### src/rtl/nsquare_requester_if.sv
// Request/result handshake between the sum-of-squares requester (master) and the engine (slave).
interface nsquare_requester_if #(
  parameter int NW = 3,
  parameter int SW = 8
) ();
  logic [NW-1:0] N;
  logic          N_valid;
  logic          ack;
  logic [SW-1:0] sum_out;
  logic          sum_valid;

  modport master (output N, N_valid, ack, input sum_out, sum_valid);
  modport slave  (input N, N_valid, ack, output sum_out, sum_valid);
endinterface

### src/rtl/nsquare_requester.sv
// Sweeps N over a wrapping range into the sum-of-squares engine and checks each result.
// Optional feature macro: NSQ_REQ_SELFCHECK_EN (expected-value compare and pass/fail counters).
module nsquare_requester #(
  parameter int NW         = 3,
  parameter int SW         = 8,
  parameter int ACK_CYCLES = 1,
  parameter int TIMEOUT    = 63
) (
  input  logic                 Clk,
  input  logic                 Rst,
  input  logic                 start,
  input  logic [NW-1:0]        n_first,
  input  logic [NW-1:0]        n_last,
  nsquare_requester_if.master  eng,
  output logic                 busy,
  output logic                 done,
  output logic [SW-1:0]        last_sum,
  output logic [7:0]           pass_count,
  output logic [7:0]           fail_count,
  output logic                 timeout_err
);

  typedef enum logic [2:0] {S_IDLE, S_ISSUE, S_WAIT, S_ACK, S_NEXT, S_DONE} state_t;

  state_t        r_state;
  state_t        w_state_next;
  logic [NW-1:0] r_n;
  logic [NW-1:0] r_n_last;
  logic [7:0]    r_tmo;
  logic [3:0]    r_ack_cnt;
  logic [SW-1:0] r_last_sum;
  logic          r_timeout_err;
  logic          w_n_valid;
  logic          w_ack;
  logic          w_done;
  logic          w_busy;
  logic          w_start_take;
  logic          w_result_take;
  logic          w_timeout_hit;

  assign w_start_take  = (r_state == S_IDLE) && start;
  assign w_result_take = (r_state == S_WAIT) && eng.sum_valid;
  // sum_valid outranks a simultaneous timeout expiry
  assign w_timeout_hit = (r_state == S_WAIT) && !eng.sum_valid && (r_tmo == 8'(TIMEOUT - 1));

  always_ff @(posedge Clk) begin
    if (Rst) r_state <= S_IDLE;
    else     r_state <= w_state_next;
  end

  always_comb begin
    w_state_next = r_state;
    w_n_valid    = 1'b0;
    w_ack        = 1'b0;
    w_done       = 1'b0;
    w_busy       = 1'b1;
    case (r_state)
      S_IDLE: begin
        w_busy = 1'b0;
        if (start) w_state_next = S_ISSUE;
      end
      S_ISSUE: begin
        w_n_valid    = 1'b1;
        w_state_next = S_WAIT;
      end
      S_WAIT: begin
        if (eng.sum_valid)  w_state_next = S_ACK;
        else if (w_timeout_hit) w_state_next = S_NEXT;
      end
      S_ACK: begin
        w_ack = 1'b1;
        if ((r_ack_cnt >= 4'(ACK_CYCLES - 1)) && !eng.sum_valid) w_state_next = S_NEXT;
      end
      S_NEXT: begin
        w_state_next = (r_n == r_n_last) ? S_DONE : S_ISSUE;
      end
      S_DONE: begin
        w_done       = 1'b1;
        w_busy       = 1'b0;
        w_state_next = S_IDLE;
      end
      default: w_state_next = S_IDLE;
    endcase
  end

  always_ff @(posedge Clk) begin
    if (Rst) begin
      r_n           <= '0;
      r_n_last      <= '0;
      r_tmo         <= '0;
      r_ack_cnt     <= '0;
      r_last_sum    <= '0;
      r_timeout_err <= 1'b0;
    end else begin
      if (w_start_take) begin
        r_n           <= n_first;
        r_n_last      <= n_last;
        r_timeout_err <= 1'b0;
      end
      if (r_state == S_ISSUE) r_tmo <= '0;
      if (w_result_take) begin
        r_last_sum <= eng.sum_out;
        r_ack_cnt  <= '0;
      end else if (w_timeout_hit) begin
        r_timeout_err <= 1'b1;
      end else if (r_state == S_WAIT) begin
        r_tmo <= r_tmo + 8'd1;
      end
      if ((r_state == S_ACK) && (r_ack_cnt != 4'hF)) r_ack_cnt <= r_ack_cnt + 4'd1;
      if ((r_state == S_NEXT) && (r_n != r_n_last)) r_n <= r_n + 1'b1;
    end
  end

`ifdef NSQ_REQ_SELFCHECK_EN
  logic [11:0] w_exp_tab [2**NW];
  logic        w_match;
  logic [7:0]  r_pass;
  logic [7:0]  r_fail;

  // Closed-form N(N+1)(2N+1)/6 folded into a constant table indexed by N
  for (genvar gi = 0; gi < 2**NW; gi++) begin : g_exp
    assign w_exp_tab[gi] = 12'((gi * (gi + 1) * (2 * gi + 1)) / 6);
  end

  assign w_match = (w_exp_tab[r_n] == 12'(eng.sum_out));

  always_ff @(posedge Clk) begin
    if (Rst || w_start_take) begin
      r_pass <= '0;
      r_fail <= '0;
    end else if (w_result_take && w_match) begin
      if (r_pass != 8'hFF) r_pass <= r_pass + 8'd1;
    end else if (w_result_take || w_timeout_hit) begin
      if (r_fail != 8'hFF) r_fail <= r_fail + 8'd1;
    end
  end

  assign pass_count = r_pass;
  assign fail_count = r_fail;
`else
  assign pass_count = 8'd0;
  assign fail_count = 8'd0;
`endif

  assign eng.N       = r_n;
  assign eng.N_valid = w_n_valid;
  assign eng.ack     = w_ack;
  assign busy        = w_busy;
  assign done        = w_done;
  assign last_sum    = r_last_sum;
  assign timeout_err = r_timeout_err;

endmodule

### src/flat_wrapper.sv
// flat-port wrapper written by rule: the top's interface ports become plain ports
module nsquare_requester_flat 
#(
  parameter int NW         = 3,
  parameter int SW         = 8,
  parameter int ACK_CYCLES = 1,
  parameter int TIMEOUT    = 63
)
  (Clk, Rst, start, n_first, n_last, busy, done, last_sum, pass_count, fail_count, timeout_err, eng_N, eng_N_valid, eng_ack, eng_sum_out, eng_sum_valid);
  nsquare_requester_if #(.NW(NW), .SW(SW)) eng_i ();
  input  logic Clk;
  input  logic Rst;
  input  logic start;
  input  logic [NW-1:0] n_first;
  input  logic [NW-1:0] n_last;
  output logic busy;
  output logic done;
  output logic [SW-1:0] last_sum;
  output logic [7:0] pass_count;
  output logic [7:0] fail_count;
  output logic timeout_err;
  output wire logic [$bits(eng_i.N)-1:0] eng_N;
  output wire logic [$bits(eng_i.N_valid)-1:0] eng_N_valid;
  output wire logic [$bits(eng_i.ack)-1:0] eng_ack;
  input wire logic [$bits(eng_i.sum_out)-1:0] eng_sum_out;
  input wire logic [$bits(eng_i.sum_valid)-1:0] eng_sum_valid;
  assign eng_N = eng_i.N;
  assign eng_N_valid = eng_i.N_valid;
  assign eng_ack = eng_i.ack;
  assign eng_i.sum_out = eng_sum_out;
  assign eng_i.sum_valid = eng_sum_valid;
  nsquare_requester #(.NW(NW), .SW(SW), .ACK_CYCLES(ACK_CYCLES), .TIMEOUT(TIMEOUT)) u_core (.Clk(Clk), .Rst(Rst), .start(start), .n_first(n_first), .n_last(n_last), .eng(eng_i), .busy(busy), .done(done), .last_sum(last_sum), .pass_count(pass_count), .fail_count(fail_count), .timeout_err(timeout_err));
endmodule
### config.mk
export PLATFORM = sky130hd
export DESIGN_NAME = nsquare_requester_flat
export DESIGN_NICKNAME = d
export VERILOG_FILES = /design/src/rtl/nsquare_requester_if.sv /design/src/rtl/nsquare_requester.sv /design/src/flat_wrapper.sv
export SDC_FILE = /design/constraint.sdc
export NUM_CORES = 1
export LEC_CHECK = 0
export CAP_MARGIN = 20
export CORE_MARGIN = 4
export CORE_UTILIZATION = 40
export CTS_BUF_LIST = sky130_fd_sc_hd__clkbuf_8
export DETAILED_ROUTE_END_ITERATION = 12
export PLACE_DENSITY = 0.83
export SETUP_SLACK_MARGIN = 0.15
export SLEW_MARGIN = 10
export SYNTH_ARGS = -nofsm -noshare
export SYNTH_HDL_FRONTEND = slang
export SYNTH_SLANG_ARGS = --single-unit
### constraint.sdc
create_clock -name Clk -period 2.96 [get_ports Clk]
set_input_delay 0.592 -clock Clk [delete_from_list [all_inputs] [get_ports Clk]]
set_output_delay 0.592 -clock Clk [all_outputs]
set_load 0.02 [all_outputs]
==> results of run 1 <==
==> cell type report <==
| class | instances | area (µm²) | share of cell area, % |
|---|---|---|---|
| inverters | 3 | 11.26 | 0.6569 |
| flip-flops and latches | 26 | 521.8 | 30.44 |
| repair buffers | 34 | 337.8 | 19.71 |
| multi-input cells | 116 | 733.2 | 42.77 |
| clock buffers | 4 | 55.05 | 3.212 |
| well taps | 44 | 55.05 | 3.212 |
==> state kept, by name, summed over array words and instances (netlist names) <==
signal / flops
u_core.last_sum: 8
u_core.r_tmo: 8
u_core.eng.N: 3
u_core.r_n_last: 3
u_core.r_state: 3
u_core.timeout_err: 1
==> layer usage <==
| layer | GRT usage, % | up-vias |
|---|---|---|
| met5 | 0 | - |
| met4 | 3.299 | 0 |
| met3 | 4.422 | 2 |
| met2 | 21.44 | 43 |
| met1 | 16.86 | 516 |
| li1 | - | 559 |
==> stage by stage <==
stage | power, W | instance area [µm²]
2_1_floorplan | 0.0005277 | 1410
3_3_place_gp | 0.0005771 | 1658
3_5_place_dp | 0.0005803 | 1658
4_1_cts | 0.0008061 | 1713
5_1_grt | 0.0008381 | 1714
6_report | 0.0007995 | 1714
==> worst paths after layout <==
path	start	end	slack [ns]	cells past startpoint
max	u_core.r_state[0]	eng_N_valid	0.38	3
min	u_core.r_n_last[1]	u_core.r_n_last[1]	0.47	2
max reg2reg	u_core.r_state[1]	u_core.r_tmo[7]	1.06	4
min reg2reg	u_core.r_n_last[1]	u_core.r_n_last[1]	0.47	2
==> critical path, delay by kind of cell, from the launching register on <==
| kind | cells | cell delay [ns] |
|---|---|---|
| buffers and inverters | 2 | 0.71 |
| flip-flops | 1 | 0.47 |
| AND/OR/NAND/NOR | 1 | 0.53 |
==> synth_stat cells, types with 2 or more instances <==
master / number
dfxtp_1: 26
or3b_2: 2
o21ai_0: 2
buf_4: 16
buf_2: 2
nand2_1: 13
ha_1: 3
inv_1: 3
nand3_1: 4
xor2_1: 5
nand3b_1: 2
mux2i_1: 8
o211ai_1: 4
nand2b_1: 2
clkbuf_1: 4
nor3b_1: 2
a21oi_1: 6
xnor2_1: 2
and3b_1: 2
mux2_2: 2
a31oi_1: 3
nor2_1: 19
o31ai_1: 2
==> cell families (layout without fill, tap and decap cells) <==
logic type	count (synthesis)	count (layout)	synth area share, %
adder cells (fa/ha/maj)	3	3	2.773
AO/OA/AOI/OAI	24	24	12.02
buffers and inverters	25	41	11.55
XOR/XNOR	7	7	4.529
other	1	16	0.2770
AND/OR/NAND/NOR	56	56	22.83
flip-flops	26	26	38.45
multiplexers	10	10	7.579
==> power breakdown <==
part           switching (W)  internal, W
sequential         0.0000244     0.000368
clock               0.000108     0.000119
combinational      0.0000971    0.0000832
==> flow_metrics.py, run 1 <==
metrics = {
    "clocking": {
        "cts_setup_buffers": 0,
        "cts_root_buf": "clkbuf_8",
        "path_clk_slew_ns": 0.09,
        "clock_sinks": 26,
        "h-tree-depth": 1,
        "clock_path_buffers": 2,
        "numCtsBuffers": 3,
        "cts_tree": "built",
        "worstSkewPairLatency_ns": 0.27,
        "cts_resized": 0,
        "postCtsHoldBufs": 0,
    },
    "critical_path": {
        "max_stage_delay_ns": 0.60,
        "path_class": "reg2out",
        "crit_chain": "or3b_2 > inv_1 > clkdlybuf4s50_1",
        "crit_fanout": 11,
        "cp.required_ns": 2.37,
        "cp-start-kind": "flop",
        "crit_slowest_cell": "clkdlybuf4s50_1",
        "cp.arrival_ns": 1.99,
        "end_kind": "output pin",
    },
    "sta": {
        "fin_crit_ns": 2.578,
        "worst_slew_pin_slew_ns": 0.7156,
        "clock_skew_ns": 0.007175,
        "period_share_pct": 87.08,
        "rsz0062_at_grt": "false",
        "layout_setup_ws_ns": 0.3824,
        "fin_setup_tns_ns": 0,
        "hold_viol_final": 0,
        "setup_viol": 0,
        "timing.fmax_mhz": 388.0,
        "slew_headroom_pct": 51.88,
        "final_max_slew_viol_count": 0,
        "hold_slack_ns": 0.4702,
    },
    "grt": {
        "grt_pass1_vias": 1054,
        "grt_start_max_net_pins": 17,
        "grt_pass1_wl_um": 4471,
        "antenna_found_initial": 0,
        "grt_use_total_pct": 13.25,
        "grt-ovfl-total": 0,
    },
    "place": {
        "port_buffers": 33,
        "hpwlAfterDp_um": 2071,
        "dp_slack_ns": 0.5002,
        "place.gp.congestion": 0.7844,
        "placed_cells_incl_taps": 223,
    },
    "yosys": {
        "synth_top_area_cell": "dfxtp_1",
        "yosysSeqAreaShare_pct": 38.45,
        "syn_inst": 152,
        "synthArstFlopShare_pct": 0,
        "yosysUniqueCellTypes": 41,
        "synth_edf_count": 0,
        "synth_flop_cell": "dfxtp_1",
        "synth.avg_cell_area_um2": 8.907,
        "synthTopCellsByArea": "dfxtp_1, buf_4, mux2i_1",
        "ys_warn_count": 0,
        "synth_area_um2": 1354,
        "synth_seq_cells": 26,
        "synth_top_area_share_pct": 38.45,
    },
    "run_status": {
        "status": "finished clean",
    },
    "routing": {
        "drt_iter0_markers": 68,
        "vias_per_cell": 4.934,
        "routed_wl_um": 2746,
        "wl_met1_um": 1224,
        "top_layer_used": "met4",
        "num_vias": 1120,
        "postRouteAntennaNets": 0,
        "met3_length_um": 199,
        "drc_errors": 0,
        "drtPass1Iterations": 4,
        "met2WireLength_um": 1304,
        "wl_per_cell_um": 12.10,
    },
    "die": {
        "die_w_um": 66.18,
        "pin_count": 50,
        "rows": 20,
        "dieArea_um2": 4379,
        "core_um2": 3153,
        "start_util_pct": 42.94,
        "die_h_um": 66.18,
    },
    "finish": {
        "nets": 205,
        "fin_cells": 227,
        "drive_above_1_share_pct": 7.650,
        "fillCellCount": 307,
        "final_cell_mix": "clkdlybuf4s50_1, dfxtp_1, nor2_1",
        "syn_to_final_growth_pct": 26.62,
        "final_util_pct": 54.37,
        "final_common_cell": "clkdlybuf4s50_1",
        "diodes": 0,
    },
    "pwr": {
        "ir_worst_vdd_mv": 0.2903,
        "p_per_area_nw_per_um2": 466.4,
        "p_leak_nw": 0.6466,
    },
    "flow_run": {
        "cap_viol_max_count": 0,
    },
    "min_path": {
        "hold_class": "reg2reg",
    },
}
Power figures use the tool's default switching activity.
==> run 2, diff against run 1 <==
--- a/config.mk
+++ b/config.mk
@@ -6,11 +6,13 @@
 export NUM_CORES = 1
 export LEC_CHECK = 0
 export CAP_MARGIN = 20
+export CORE_ASPECT_RATIO = 1.1
 export CORE_MARGIN = 4
 export CORE_UTILIZATION = 40
 export CTS_BUF_LIST = sky130_fd_sc_hd__clkbuf_8
 export DETAILED_ROUTE_END_ITERATION = 12
 export PLACE_DENSITY = 0.83
+export REMOVE_ABC_BUFFERS = 1
 export SETUP_SLACK_MARGIN = 0.15
 export SLEW_MARGIN = 10
 export SYNTH_ARGS = -nofsm -noshare
==> run 2 against run 1 <==
Against the previous run:
- register-to-register slack worse by 0.05 ns
- routed wire length down 2.6%
- flip-flop and latch count unchanged
- clock skew down 0.0056 ns
- clock power up 30%
- critical path depth unchanged
- first-iteration DRC count up 5.9%
- critical endpoint unchanged
- largest cell class unchanged
- largest power group unchanged
==> flow_metrics.py, run 2 (same netlist as run 1, synthesis figures left out) <==
metrics = {
    "sta": {
        "worst_slew_pin_slew_ns": 0.6659,
        "timing.fmax_mhz": 384.7,
        "rsz0062_at_grt": "false",
        "hold_viol_final": 0,
        "clock_skew_ns": 0.001580,
        "period_share_pct": 87.82,
        "final_max_slew_viol_count": 0,
        "setup_viol": 0,
        "slew_headroom_pct": 55.23,
        "layout_setup_ws_ns": 0.3605,
        "fin_crit_ns": 2.599,
        "fin_setup_tns_ns": 0,
    },
    "run_status": {
        "status": "finished clean",
    },
    "grt": {
        "grt-ovfl-total": 0,
        "grt_use_total_pct": 12.61,
        "grt_start_max_net_pins": 16,
        "grt_pass1_wl_um": 4657,
        "antenna_found_initial": 0,
        "grt_pass1_vias": 1069,
    },
    "critical_path": {
        "path_class": "reg2out",
        "crit_slowest_cell": "clkdlybuf4s50_1",
        "crit_chain": "or3b_2 > inv_1 > clkdlybuf4s50_1",
        "cp.required_ns": 2.37,
        "end_kind": "output pin",
        "crit_fanout": 11,
        "max_stage_delay_ns": 0.61,
        "cp.arrival_ns": 2.01,
        "cp-start-kind": "flop",
    },
    "routing": {
        "vias_per_cell": 5.138,
        "postRouteAntennaNets": 0,
        "wl_per_cell_um": 12.33,
        "routed_wl_um": 2675,
        "drtPass1Iterations": 4,
        "num_vias": 1115,
        "drc_errors": 0,
        "drt_iter0_markers": 72,
    },
    "clocking": {
        "path_clk_slew_ns": 0.09,
        "clock_sinks": 26,
        "cts_root_buf": "clkbuf_8",
        "h-tree-depth": 1,
        "clock_path_buffers": 2,
        "cts_tree": "built",
        "numCtsBuffers": 3,
        "cts_setup_buffers": 0,
        "worstSkewPairLatency_ns": 0.27,
    },
    "die": {
        "die_w_um": 63.47,
        "rows": 21,
        "start_util_pct": 42.94,
        "core_um2": 3153,
        "pin_count": 50,
        "dieArea_um2": 4380,
        "die_h_um": 69.02,
    },
    "place": {
        "port_buffers": 33,
        "hpwlAfterDp_um": 2034,
        "dp_slack_ns": 0.4549,
        "place.gp.congestion": 0.7863,
    },
    "pwr": {
        "p_int_w": 0.0006319,
        "clkPwrFrac_pct": 33.9,
        "p_per_area_nw_per_um2": 504.4,
        "comb_power_share_pct": 20.9,
        "seqPwrFrac_pct": 45.3,
        "ir_worst_vdd_mv": 0.2586,
        "finalPower_w": 0.0008665,
        "swShare_pct": 27.07,
        "p_leak_nw": 0.6535,
        "switchingPower_w": 0.0002345,
    },
    "flow_run": {
        "cap_viol_max_count": 0,
    },
    "finish": {
        "diodes": 0,
        "final_common_cell": "clkdlybuf4s50_1",
        "nets": 205,
        "fillCellCount": 295,
        "final_cell_mix": "clkdlybuf4s50_1, dfxtp_1, nor2_1",
        "drive_above_1_share_pct": 7.650,
        "syn_to_final_growth_pct": 26.89,
    },
    "min_path": {
        "hold_class": "reg2reg",
    },
}
==> run 2: path summary, 6_finish.rpt <==
path / start / slack, ns / cells after the start / to
hold / removal: u_core.r_n_last[0] / 0.47 / 2 / u_core.r_n_last[0]
hold reg to reg: u_core.r_n_last[0] / 0.47 / 2 / u_core.r_n_last[0]
setup reg to reg: u_core.r_state[1] / 1.01 / 4 / u_core.r_tmo[7]
setup / recovery: u_core.r_state[2] / 0.36 / 3 / eng_N_valid
==> run 2: timing repair <==
| item | CTS | global route |
|---|---|---|
| hold buffers | 0 | 0 |
| resized for setup | 0 | 1 |
| endpoints found under the setup margin | 0 | 1 |
==> run 2: layout make-up <==
class	count	area (µm²)	area share [%]
multi-input combinational	116	733.2	42.68
sequential	26	521.8	30.37
timing repair buffer	34	337.8	19.66
tap	34	42.54	2.476
clock buffer	3	41.29	2.403
clock inverter	1	30.03	1.748
inverter	3	11.26	0.6555
==> run 2: worst max-delay path: cells and delay by family, from the launching register on <==
family / cells / cell delay [ns]
buf+inv: 2 / 0.73
simple gates: 1 / 0.57
flops: 1 / 0.43
==> run 2: layer usage <==
metal | GRT usage, % | vias to the layer above | routed length [µm]
met4 | 3.597 | 0 | 13
met1 | 16.63 | 507 | 1179
li1 | - | 561 | -
met5 | 0 | - | 0
met2 | 20.77 | 45 | 1289
met3 | 2.435 | 2 | 192
==> run 2: through the flow <==
step | std cells | cell area [µm²] | hold slack, ns | util (%)
floorplan | 145 | 1265 | 0.4418 | -
global placement | 213 | 1645 | 0.4542 | 52.18
detailed placement | 213 | 1645 | 0.4614 | 52.18
CTS | 217 | 1717 | 0.4770 | 54.44
global route | 217 | 1718 | 0.4931 | 54.48
finish | 217 | 1718 | 0.4734 | 54.48
==> run 2: power by group through the flow <==
stage | combinational (W) | sequential [W] | clock (W)
floorplan | 0.0000978 | 0.000406 | 0
global placement | 0.000179 | 0.000399 | 0
detailed placement | 0.000180 | 0.000400 | 0
CTS | 0.000182 | 0.000392 | 0.000299
global route | 0.000197 | 0.000396 | 0.000313
finish | 0.000181 | 0.000392 | 0.000294
==> run 3, diff against run 2 <==
==> constraint.sdc (replaced) <==
create_clock -name Clk -period 2.96 [get_ports Clk]
set_input_delay 0.592 -clock Clk [delete_from_list [all_inputs] [get_ports Clk]]
set_output_delay 0.592 -clock Clk [all_outputs]
set_load 0.05 [all_outputs]
==> run 3 against run 2 <==
Against the previous run:
- setup slack better by 0.069 ns
- worst hold slack better by 0.0023 ns
- cell area is 1.2% lower
- sequential share of layout area is 0.28 points higher
- clock-buffer cell count is 1 higher
- first-iteration DRC count is 43% lower
- critical path depth is 1 lower
- die area stayed put
- critical path type unchanged
==> flow_metrics.py, run 3 (same netlist as run 1, synthesis figures left out) <==
metrics = {
    "routing": {
        "wl_per_cell_um": 12.76,
        "drc_errors": 0,
        "drtPass1Iterations": 4,
        "postRouteAntennaNets": 0,
        "routed_wl_um": 2768,
        "vias_per_cell": 5.041,
        "num_vias": 1094,
        "drt_iter0_markers": 41,
    },
    "sta": {
        "worst_slew_pin_slew_ns": 0.6416,
        "fin_setup_tns_ns": 0,
        "hold_viol_final": 0,
        "rsz0062_at_grt": "false",
        "fin_crit_ns": 2.531,
        "period_share_pct": 85.49,
        "timing.fmax_mhz": 395.2,
        "final_max_slew_viol_count": 0,
        "clock_skew_ns": 0.004215,
        "hold_slack_ns": 0.4757,
        "setup_viol": 0,
        "slew_headroom_pct": 56.86,
    },
    "critical_path": {
        "path_class": "reg2out",
        "reg2reg_slack_ns": 1.01,
        "crit_fanout": 11,
        "cp-start-kind": "flop",
        "timing.rr.start": "u_core.r_state[1]",
        "end_kind": "output pin",
        "cp.required_ns": 2.37,
        "cp.arrival_ns": 1.94,
        "reg2reg_depth": 4,
        "r2r_end": "u_core.r_tmo[7]",
    },
    "place": {
        "hpwlAfterDp_um": 2125,
        "port_buffers": 33,
        "place.gp.congestion": 0.8087,
        "place_area_um2": 1643,
    },
    "pwr": {
        "p_per_area_nw_per_um2": 503.5,
        "ir_worst_vdd_mv": 0.3031,
        "p_leak_nw": 0.6479,
    },
    "finish": {
        "syn_to_final_growth_pct": 25.42,
        "postLayoutCellArea_um2": 1698,
        "final_common_cell": "clkdlybuf4s50_1",
        "fillCellCount": 300,
        "drive_above_1_share_pct": 7.650,
        "diodes": 0,
        "final_util_pct": 53.85,
        "nets": 205,
        "final_cell_mix": "clkdlybuf4s50_1, dfxtp_1, nor2_1",
    },
    "die": {
        "rows": 21,
        "die_w_um": 63.47,
        "die_h_um": 69.02,
        "dieArea_um2": 4380,
        "core_um2": 3153,
        "pin_count": 50,
        "start_util_pct": 42.94,
    },
    "clocking": {
        "cts_setup_buffers": 0,
        "cts_resized": 0,
        "numCtsBuffers": 3,
        "path_clk_slew_ns": 0.09,
        "cts_root_buf": "clkbuf_8",
        "clock_sinks": 26,
        "h-tree-depth": 1,
        "cts_tree": "built",
        "worstSkewPairLatency_ns": 0.26,
        "postCtsHoldBufs": 0,
        "clock_path_buffers": 2,
    },
    "min_path": {
        "hold_class": "reg2reg",
        "min_delay_worst_endpoint": "u_core.r_n_last[1]",
        "min_from": "u_core.r_n_last[1]",
        "hold_depth": 2,
    },
    "grt": {
        "antenna_found_initial": 0,
        "grt_pass1_vias": 1032,
        "grt-ovfl-total": 0,
        "grt_start_max_net_pins": 16,
        "grt_use_total_pct": 12.22,
        "grt_pass1_wl_um": 4457,
    },
    "flow_run": {
        "cap_viol_max_count": 0,
    },
    "run_status": {
        "status": "finished clean",
    },
}
[run 3: cell count changes in the layout (fill, tap and decap cells not counted), sizes merged]
cell / previous run / this run
clkdlybuf4s50: 33 / 32
clkbuf: 3 / 4
bufinv: 1 / 0
buf: 1 / 2
[run 3: worst max path at each step]
| stage | start | to | slack, ns | cells past startpoint |
|---|---|---|---|---|
| after global routing | u_core.r_state[0] | eng_ack | 0.35 | 2 |
| after global placement | eng_sum_valid | u_core.r_tmo[7] | 0.54 | 5 |
| after detailed placement | eng_sum_valid | u_core.r_tmo[7] | 0.48 | 5 |
| after floorplan | u_core.r_state[0] | eng_N_valid | 0.97 | 2 |
| after CTS | u_core.r_state[0] | eng_ack | 0.43 | 2 |
| final | u_core.r_state[0] | eng_ack | 0.43 | 2 |
[run 3: power by group]
group / internal, W / switching [W]
clock network: 0.000119 / 0.000103
registers: 0.000367 / 0.0000254
logic: 0.0000823 / 0.000158
[run 3: worst max-delay path: stages, from the launching register on]
cell	delay, ns
dfxtp_1	0.61
and3b_1	0.25
clkdlybuf4s50_1	0.81
[run 3: cell type report]
type                            instances  area, µm²  share of cell area (%)
Multi-Input combinational cell        116      733.2                   43.18
Clock buffer                            4      55.05                   3.242
Inverter                                3      11.26                  0.6632
Timing Repair Buffer                   34      335.3                   19.75
Tap cell                               34      42.54                   2.506
Sequential cell                        26      520.5                   30.66
[run 3: through the flow]
| stage | cells | worst slack [ns] | total power [W] |
|---|---|---|---|
| after floorplan | 145 | 0.9704 | 0.0005643 |
| after global placement | 213 | 0.5426 | 0.0006383 |
| after detailed placement | 213 | 0.4794 | 0.0006414 |
| after CTS | 217 | 0.4326 | 0.0008616 |
| after global routing | 217 | 0.3462 | 0.0008930 |
| final | 217 | 0.4294 | 0.0008549 |
[run 3: layer usage]
metal | GRT usage [%] | wire length [µm] | share of wire (%)
met1 | 14.86 | 1241 | 45
met2 | 21.35 | 1325 | 48
met3 | 2.435 | 181 | 6.5
met4 | 3.837 | 20 | 0.72
met5 | 0 | 0 | 0
